===== src/rtl/router_pkg.sv =====
// router_pkg: shared types and constants for the packet generator and router
package router_pkg;
   localparam int BYTE_W      = 8;
   localparam int MAX_PAYLOAD = 7;
   localparam int SIZE_W      = $clog2(MAX_PAYLOAD + 1);
   typedef enum logic [2:0] {IDLE, HDR, SRC, DATA, PAR} state_t;
endpackage


===== src/rtl/transmitter.sv =====
// transmitter: byte-serial packet generator (header, source id, payload, parity)
// Ports:
//   clk, rst (async, active-low)
//   srcid, dstid, actual_size : packet fields, sampled when a packet starts
//   start_packet_gen          : level enable for back-to-back packets
//   stop_packet               : level pause; blanks the stream and freezes progress
//   packet_gen_output/_valid  : packet byte and its qualifier (00 when not valid)
//   packet_starting/_ending   : strobes on header byte and parity byte
module transmitter
   import router_pkg::*;
#(
   parameter logic [BYTE_W-1:0] DATA_INIT = 8'h00
) (
   input  logic              clk,
   input  logic              rst,
   input  logic [BYTE_W-1:0] srcid,
   input  logic [BYTE_W-1:0] dstid,
   input  logic [SIZE_W-1:0] actual_size,
   input  logic              start_packet_gen,
   input  logic              stop_packet,
   output logic [BYTE_W-1:0] packet_gen_output,
   output logic              packet_gen_valid,
   output logic              packet_starting,
   output logic              packet_ending
);
   state_t            r_state, w_state;
   logic [BYTE_W-1:0] r_dst, w_dst, r_src, w_src, r_par, w_par, w_byte;
   logic [SIZE_W-1:0] r_size, w_size, r_idx, w_idx;
   logic              r_stall, w_stall;

   always_ff @(posedge clk or negedge rst)
      if (!rst) begin
         r_state <= IDLE;
         r_dst   <= '0;
         r_src   <= '0;
         r_size  <= '0;
         r_idx   <= '0;
         r_par   <= '0;
         r_stall <= 1'b0;
      end else begin
         r_state <= w_state;
         r_dst   <= w_dst;
         r_src   <= w_src;
         r_size  <= w_size;
         r_idx   <= w_idx;
         r_par   <= w_par;
         r_stall <= w_stall;
      end

   // byte owned by the current state, whether or not it is shown this cycle
   assign w_byte = (r_state == HDR)  ? r_dst :
                   (r_state == SRC)  ? r_src :
                   (r_state == DATA) ? DATA_INIT + BYTE_W'(r_idx) :
                   (r_state == PAR)  ? r_par : '0;

   always_comb begin
      w_state = r_state;
      w_dst   = r_dst;
      w_src   = r_src;
      w_size  = r_size;
      w_idx   = r_idx;
      w_par   = r_par;
      w_stall = 1'b0;
      if (r_state == IDLE) begin
         if (start_packet_gen && !stop_packet) begin
            w_state = HDR;
            w_dst   = dstid;
            w_src   = srcid;
            w_size  = actual_size;
            w_idx   = '0;
            w_par   = '0;
         end
      end else if (stop_packet) begin
         w_stall = 1'b1;
      end else begin
         // the byte just emitted joins the parity as we move past it
         w_par = r_par ^ w_byte;
         case (r_state)
            HDR:     w_state = SRC;
            SRC:     w_state = (r_size != '0) ? DATA : PAR;
            DATA: begin
               w_idx   = r_idx + SIZE_W'(1);
               w_state = (w_idx == r_size) ? PAR : DATA;
            end
            default: w_state = IDLE;
         endcase
      end
   end

   assign packet_gen_valid  = (r_state != IDLE) && !r_stall;
   assign packet_gen_output = packet_gen_valid ? w_byte : '0;
   assign packet_starting   = packet_gen_valid && (r_state == HDR);
   assign packet_ending     = packet_gen_valid && (r_state == PAR);
endmodule


===== config.mk =====
export PLATFORM = sky130hd
export DESIGN_NAME = transmitter
export DESIGN_NICKNAME = d
export VERILOG_FILES = /design/src/rtl/router_pkg.sv /design/src/rtl/transmitter.sv
export SDC_FILE = /design/constraint.sdc
export NUM_CORES = 1
export LEC_CHECK = 0
export ABC_CLOCK_PERIOD_IN_PS = 2200
export BUFFER_PORTS_ARGS = -buffer_cell sky130_fd_sc_hd__buf_4
export CORE_MARGIN = 3
export CORE_UTILIZATION = 45
export CTS_BUF_LIST = sky130_fd_sc_hd__clkbuf_2 sky130_fd_sc_hd__clkbuf_4 sky130_fd_sc_hd__clkbuf_8
export DETAILED_ROUTE_END_ITERATION = 8
export MAX_ROUTING_LAYER = met4
export PLACE_DENSITY = 0.75
export SYNTH_ARGS = -nofsm -noshare
export SYNTH_HDL_FRONTEND = slang
export SYNTH_SLANG_ARGS = --single-unit

===== constraint.sdc =====
create_clock -name clk -period 2.2 [get_ports clk]
set_input_delay 0.22 -clock clk [delete_from_list [all_inputs] [get_ports clk]]
set_output_delay 0.22 -clock clk [all_outputs]
set_load 0.005 [all_outputs]

== Word-level counts from Yosys, hierarchy flattened ==
Index checks and enable logic that the tools add are counted.
Operators by class
  divide/modulo/power cells: 0
  reduce and logical (&&, ||, !) cells: 13
  equal/unequal tests: 7
  $lt $le $gt $ge: 0
  muxes and demuxes: 20
  $add $sub $neg: 1
  shift operators: 0
  $mul: 0
  bitwise gates (word level): 1
Operator list (number)
  $mux W8: 8
  $mux W3: 9
  $pmux W3 S3: 1
  $xor A8 B8 Y8: 1
  $eq A3 B2 Y1 const B: 2
  $reduce_bool A3 Y1: 2
  $logic_and A1 B1 Y1: 4
  $ne A2 B1 Y1 const B: 2
  $reduce_and A2 Y1: 2
  $add A3 B1 Y3 const B: 1
  $eq A3 B1 Y1 const B: 1
  $eq A3 B3 Y1: 1
  $eq A3 B3 Y1 const B: 1
  $logic_not A3 Y1: 1
  $reduce_and A3 Y1: 1
  $logic_not A1 Y1: 2
  $mux W1: 2
  $reduce_bool A2 Y1: 1
Word-level totals
  output and inout bits: 11
  memories: 0
  bits in writable memories: 0
  logic and storage cells: 49
  bits in latches: 0
  memory bits (read-only): 0
  input port bits: 23
  register bits: 34

== Longest topological paths before layout ==
  depth after elaboration: 8
  depth in mapped cells: 7
  gate-level depth less buffers: 5

== Worst setup path before layout ==
No wires, ideal clock.
  kind: reg2reg
  start point: register r_idx[0]
  end point: register r_state[1]
  arrival time: 1.468 ns
  stages on the path, launching flop included: 6
  path buffers: 0
  slack: 0.612 ns
  required time: 2.080 ns
  cell sequence: dfrtp_1 -> ha_1 -> xor3_1 -> nor3_1 -> nand2_1 -> a31o_1
Between the ends
  word-level cells in the longest chain between the ends: 6
Ends and longest elaborated chain
  start, declared: line transmitter.sv:28  | logic [SIZE_W-1:0] r_size, w_size, r_idx, w_idx;
  start signal, assigned: line transmitter.sv:45  | r_idx <= w_idx;
  $add A3 B1 Y3: line transmitter.sv:82  | w_idx = r_idx + SIZE_W'(1);
  $eq A3 B3 Y1: line transmitter.sv:83  | w_state = (w_idx == r_size) ? PAR : DATA;
  $mux W3: line transmitter.sv:83
  $pmux W3 S3: line transmitter.sv:78  | case (r_state)
  $mux W3: line transmitter.sv:73  | end else if (stop_packet) begin
  $mux W3: line transmitter.sv:64  | if (r_state == IDLE) begin
  end signal, assigned: line transmitter.sv:41  | r_state <= w_state;
  end, declared: line transmitter.sv:26  | state_t r_state, w_state;
Every way passes these cells. The select of a mux whose other input is x is not followed.
A chain may end at the register's enable or synchronous reset.

== Worst setup path in the final report ==
  start point: register r_state[0]
  end point: output port packet_gen_output[5]
Between the ends
  word-level cells in the longest chain between the ends: 6
  elaborated cells on any way between the ends: 11
  classes of those cells: eq/ne: 4; mux: 5; reduce/logical: 2
Ends and longest elaborated chain
  $eq A3 B3 Y1: line transmitter.sv:54  | (r_state == PAR) ? r_par : '0;
  $mux W8: line transmitter.sv:54
  $mux W8: line transmitter.sv:53  | (r_state == DATA) ? DATA_INIT + BYTE_W'(r_idx) :
  $mux W8: line transmitter.sv:52  | (r_state == SRC) ? r_src :
  $mux W8: line transmitter.sv:51  | assign w_byte = (r_state == HDR) ? r_dst :
  $mux W8 (*): line transmitter.sv:91  | assign packet_gen_output = packet_gen_valid ? w_byte : '0;
  end, declared: line transmitter.sv:21  | output logic [BYTE_W-1:0] packet_gen_output,
Mark *: on every way between the ends. The rest lies on a longest branch, timed or not.

==> flow_summary.yaml <==
run_status:
  status: "completed"
synth:
  post_synth_most_frequent_cells: "dfrtp_1, nor2_1, mux2_4"
  synth_top_area_cell: "dfrtp_1"
  number_of_enable_type_register_cells_in_the_synthesized_netlist: 0
  syn_inst: 169
  ys_seq_area_share_pct: 44.4
  synth_area_sq_um: 1920
  post-synth-top-area-fraction_pct: 44.4
  dominant_cell_by_count_in_the_synthesized_netlist: "dfrtp_1"
  synth_top_flop_cell: "dfrtp_1"
  postSynthRegisterBits: 34
  avgSynthCellArea_sq_um: 11.3
  synth_area_leaders: "dfrtp_1, mux2_4, mux2_1, buf_6, nor2_1"
  ys_types: 44
  ys_async_sr_fraction_pct: 100
  postSynthNetCount: 193
  ys_warn_count: 0
critical_path:
  crit_cells: 4
  crit_path_start: "r_state[0]"
  worstPathCellList: "and2b_1 > a222oi_1 > nor2_1 > buf_4"
  start_kind: "register"
  worstPathBufferInverterCount: 1
  reg2reg_to: "r_par[3]"
  critical_path.top_delay_family: "flip-flops"
  reg_to_reg_start: "r_state[0]"
  worstSetupEndpointType: "output port"
  ff2ff_setup_slack_ns: 0.41
  worst_r2r_path_depth: 5
  worstPathRequired_ns: 1.98
  max_stage_delay_ns: 0.54
  critPathKind: "register to output port"
  worst-endpoint-arrival_ns: 1.86
  critical_path.slowest_cell: "dfrtp_1"
  critPathCapture: "packet_gen_output[5]"
  critical_path_peak_fanout: 10
detailed_routing:
  routed_via_density: 5.51
  detail_route.first_pass.iterations: 4
  postRouteWirelength_mm: 4.05
  drt-wirelength-per-cell_um: 15.8
  number_of_vias_after_detailed_routing: 1416
  drc: 0
  first_iter_violations: 105
  ant_nets: 0
floorplan:
  core_sq_um: 4060
  die_h_um: 71.3
  core.rowCount: 23
  initial_utilization_pct: 47.2
  die_width_um: 71.3
  fp.dieArea_sq_um: 5080
  io-pin-count: 34
placed_design:
  place.port_buffers: 33
  post-place-cells: 246
  place.gp.congestion: 0.886
  post_dp_hpwl_mm: 3.01
power:
  vdd_ir_drop_max_uv: 656
  cellPowerDensity_nw_per_um2: 1530
  power_leakage_uw: 0.00107
  totalPowerFinal_uw: 3510
timing:
  hold_slack_ns: 0.143
  timing.final.crit_share_pct: 94.6
  clock_skew_ns: 0.00396
  drv_slew: 0
  final_period_minus_worst_setup_slack_ns: 2.08
  total_negative_slack_ns: 0
  rsz0062_at_grt: "no"
  timing.final.hold_violations: 0
  maxClockFrequency_ghz: 0.480
  timing.slew.headroom_pct: 66.9
  worst_slew_pin_slew_ns: 0.496
  report.final.setup_viol: 0
clocking:
  clock_insertion_delay_worst_skew_ns: 0.29
  clk_path_buf_depth: 2
  clk_root_buffer_cell: "clkbuf_8"
  clock_sinks: 34
  cts.htree.levels: 2
  cts-buffers-inserted: 5
  clkSlewWorstSetupHoldPaths_ns: 0.07
  clock_tree_from_tritoncts: "done"
final_layout:
  syn2layout_area_growth_pct: 19.9
  nNetsFinal: 230
  drive_gt1_share_pct: 33.3
  fillerInstances: 359
  layout.cells.non_filler: 257
  diode_insertion_count_for_antenna_repair: 0
global_route:
  antenna_found_initial: 0
  grt_first_pass_wirelength_mm: 7.07
  globalRoute.totalOverflow: 0
  global_route.usage.total_pct: 18.1
  grt_pass1_vias: 1417
  grt_start_max_net_pins: 35
job:
  timing.max_cap.violations: 0
min_path:
  timing.hold.worst.class: "input pin to register"
-- cell type report --
| type | count | area [sq um] | share of cell area, % |
|---|---|---|---|
| Multi-Input combinational cell | 120 | 958 | 41.7 |
| Sequential cell | 34 | 853 | 37.1 |
| Timing Repair Buffer | 42 | 318 | 13.8 |
| Clock buffer | 7 | 90.1 | 3.92 |
| Tap cell | 50 | 62.6 | 2.72 |
| Inverter | 3 | 11.3 | 0.490 |
| Clock inverter | 1 | 5.00 | 0.218 |
-- state kept, by name, indices dropped and copies added, names as in the netlist --
signal / count
r_dst: 8
r_par: 8
r_src: 8
r_idx: 3
r_size: 3
r_state: 3
r_stall: 1
-- how the worst min path moves through the flow --
stage / slack (ns) / endpoint / startpoint / depth (start not counted)
after detailed placement: 0.20 / r_idx[0] / rst / 1
after global routing: 0.13 / r_src[1] / srcid[1] / 2
after CTS: 0.14 / r_src[1] / srcid[1] / 2
final: 0.14 / r_src[1] / srcid[1] / 2
after floorplan: -0.08 / r_dst[0] / rst / 0
after global placement: 0.19 / r_idx[0] / rst / 1
-- power breakdown --
part | internal (uW) | switching, uW | leakage [uW]
registers | 936 | 330 | 0.000409
logic | 959 | 794 | 0.000607
clock network | 265 | 226 | 0.0000517
-- cell usage in the layout, fill, tap and decap left out, types with 6 or more instances in the layout --
cell / n
a21oi_1: 7
buf_4: 41
clkbuf_8: 6
dfrtp_1: 32
mux2_1: 7
mux2_4: 12
nand2_1: 9
nor2_1: 13
o21ai_1: 6
-- kinds of logic after synthesis --
group / count (synthesis) / synth area share (%)
and+or+nand+nor: 51 / 15.3
AOI/OAI and AO/OA: 43 / 16.8
DFF: 34 / 44.4
muxes: 22 / 15.1
buffers and inverters: 15 / 5.61
xor gates and xnor gates: 3 / 2.15
adders and majority gates: 1 / 0.653
-- what timing repair did --
action	CTS	global route
endpoints found under the setup margin	0	6
resized for setup	0	2
hold buffers	1	0
endpoints found under the hold margin	34	0
setup buffers	0	2
-- through the flow --
stage	setup slack [ns]	cell area, sq um	utilization (%)
final	0.118	2300	56.6
after global routing	0.00775	2300	56.6
after CTS	0.0511	2280	56.2
after detailed placement	0.360	2180	53.6
after global placement	0.387	2180	53.6
after floorplan	0.612	1920	-
-- layer usage --
layer  up-vias  track usage [%]  share of wire, %  wire (um)
met1       680             25.8                48       1940
met3         9             3.93               4.2        172
met4         0             6.26               2.1         87
met2        34             25.7                46       1850
li1        693                -                 -          -
met5         -                -                 0          0
Note: power is estimated with default switching activity, not from simulation.
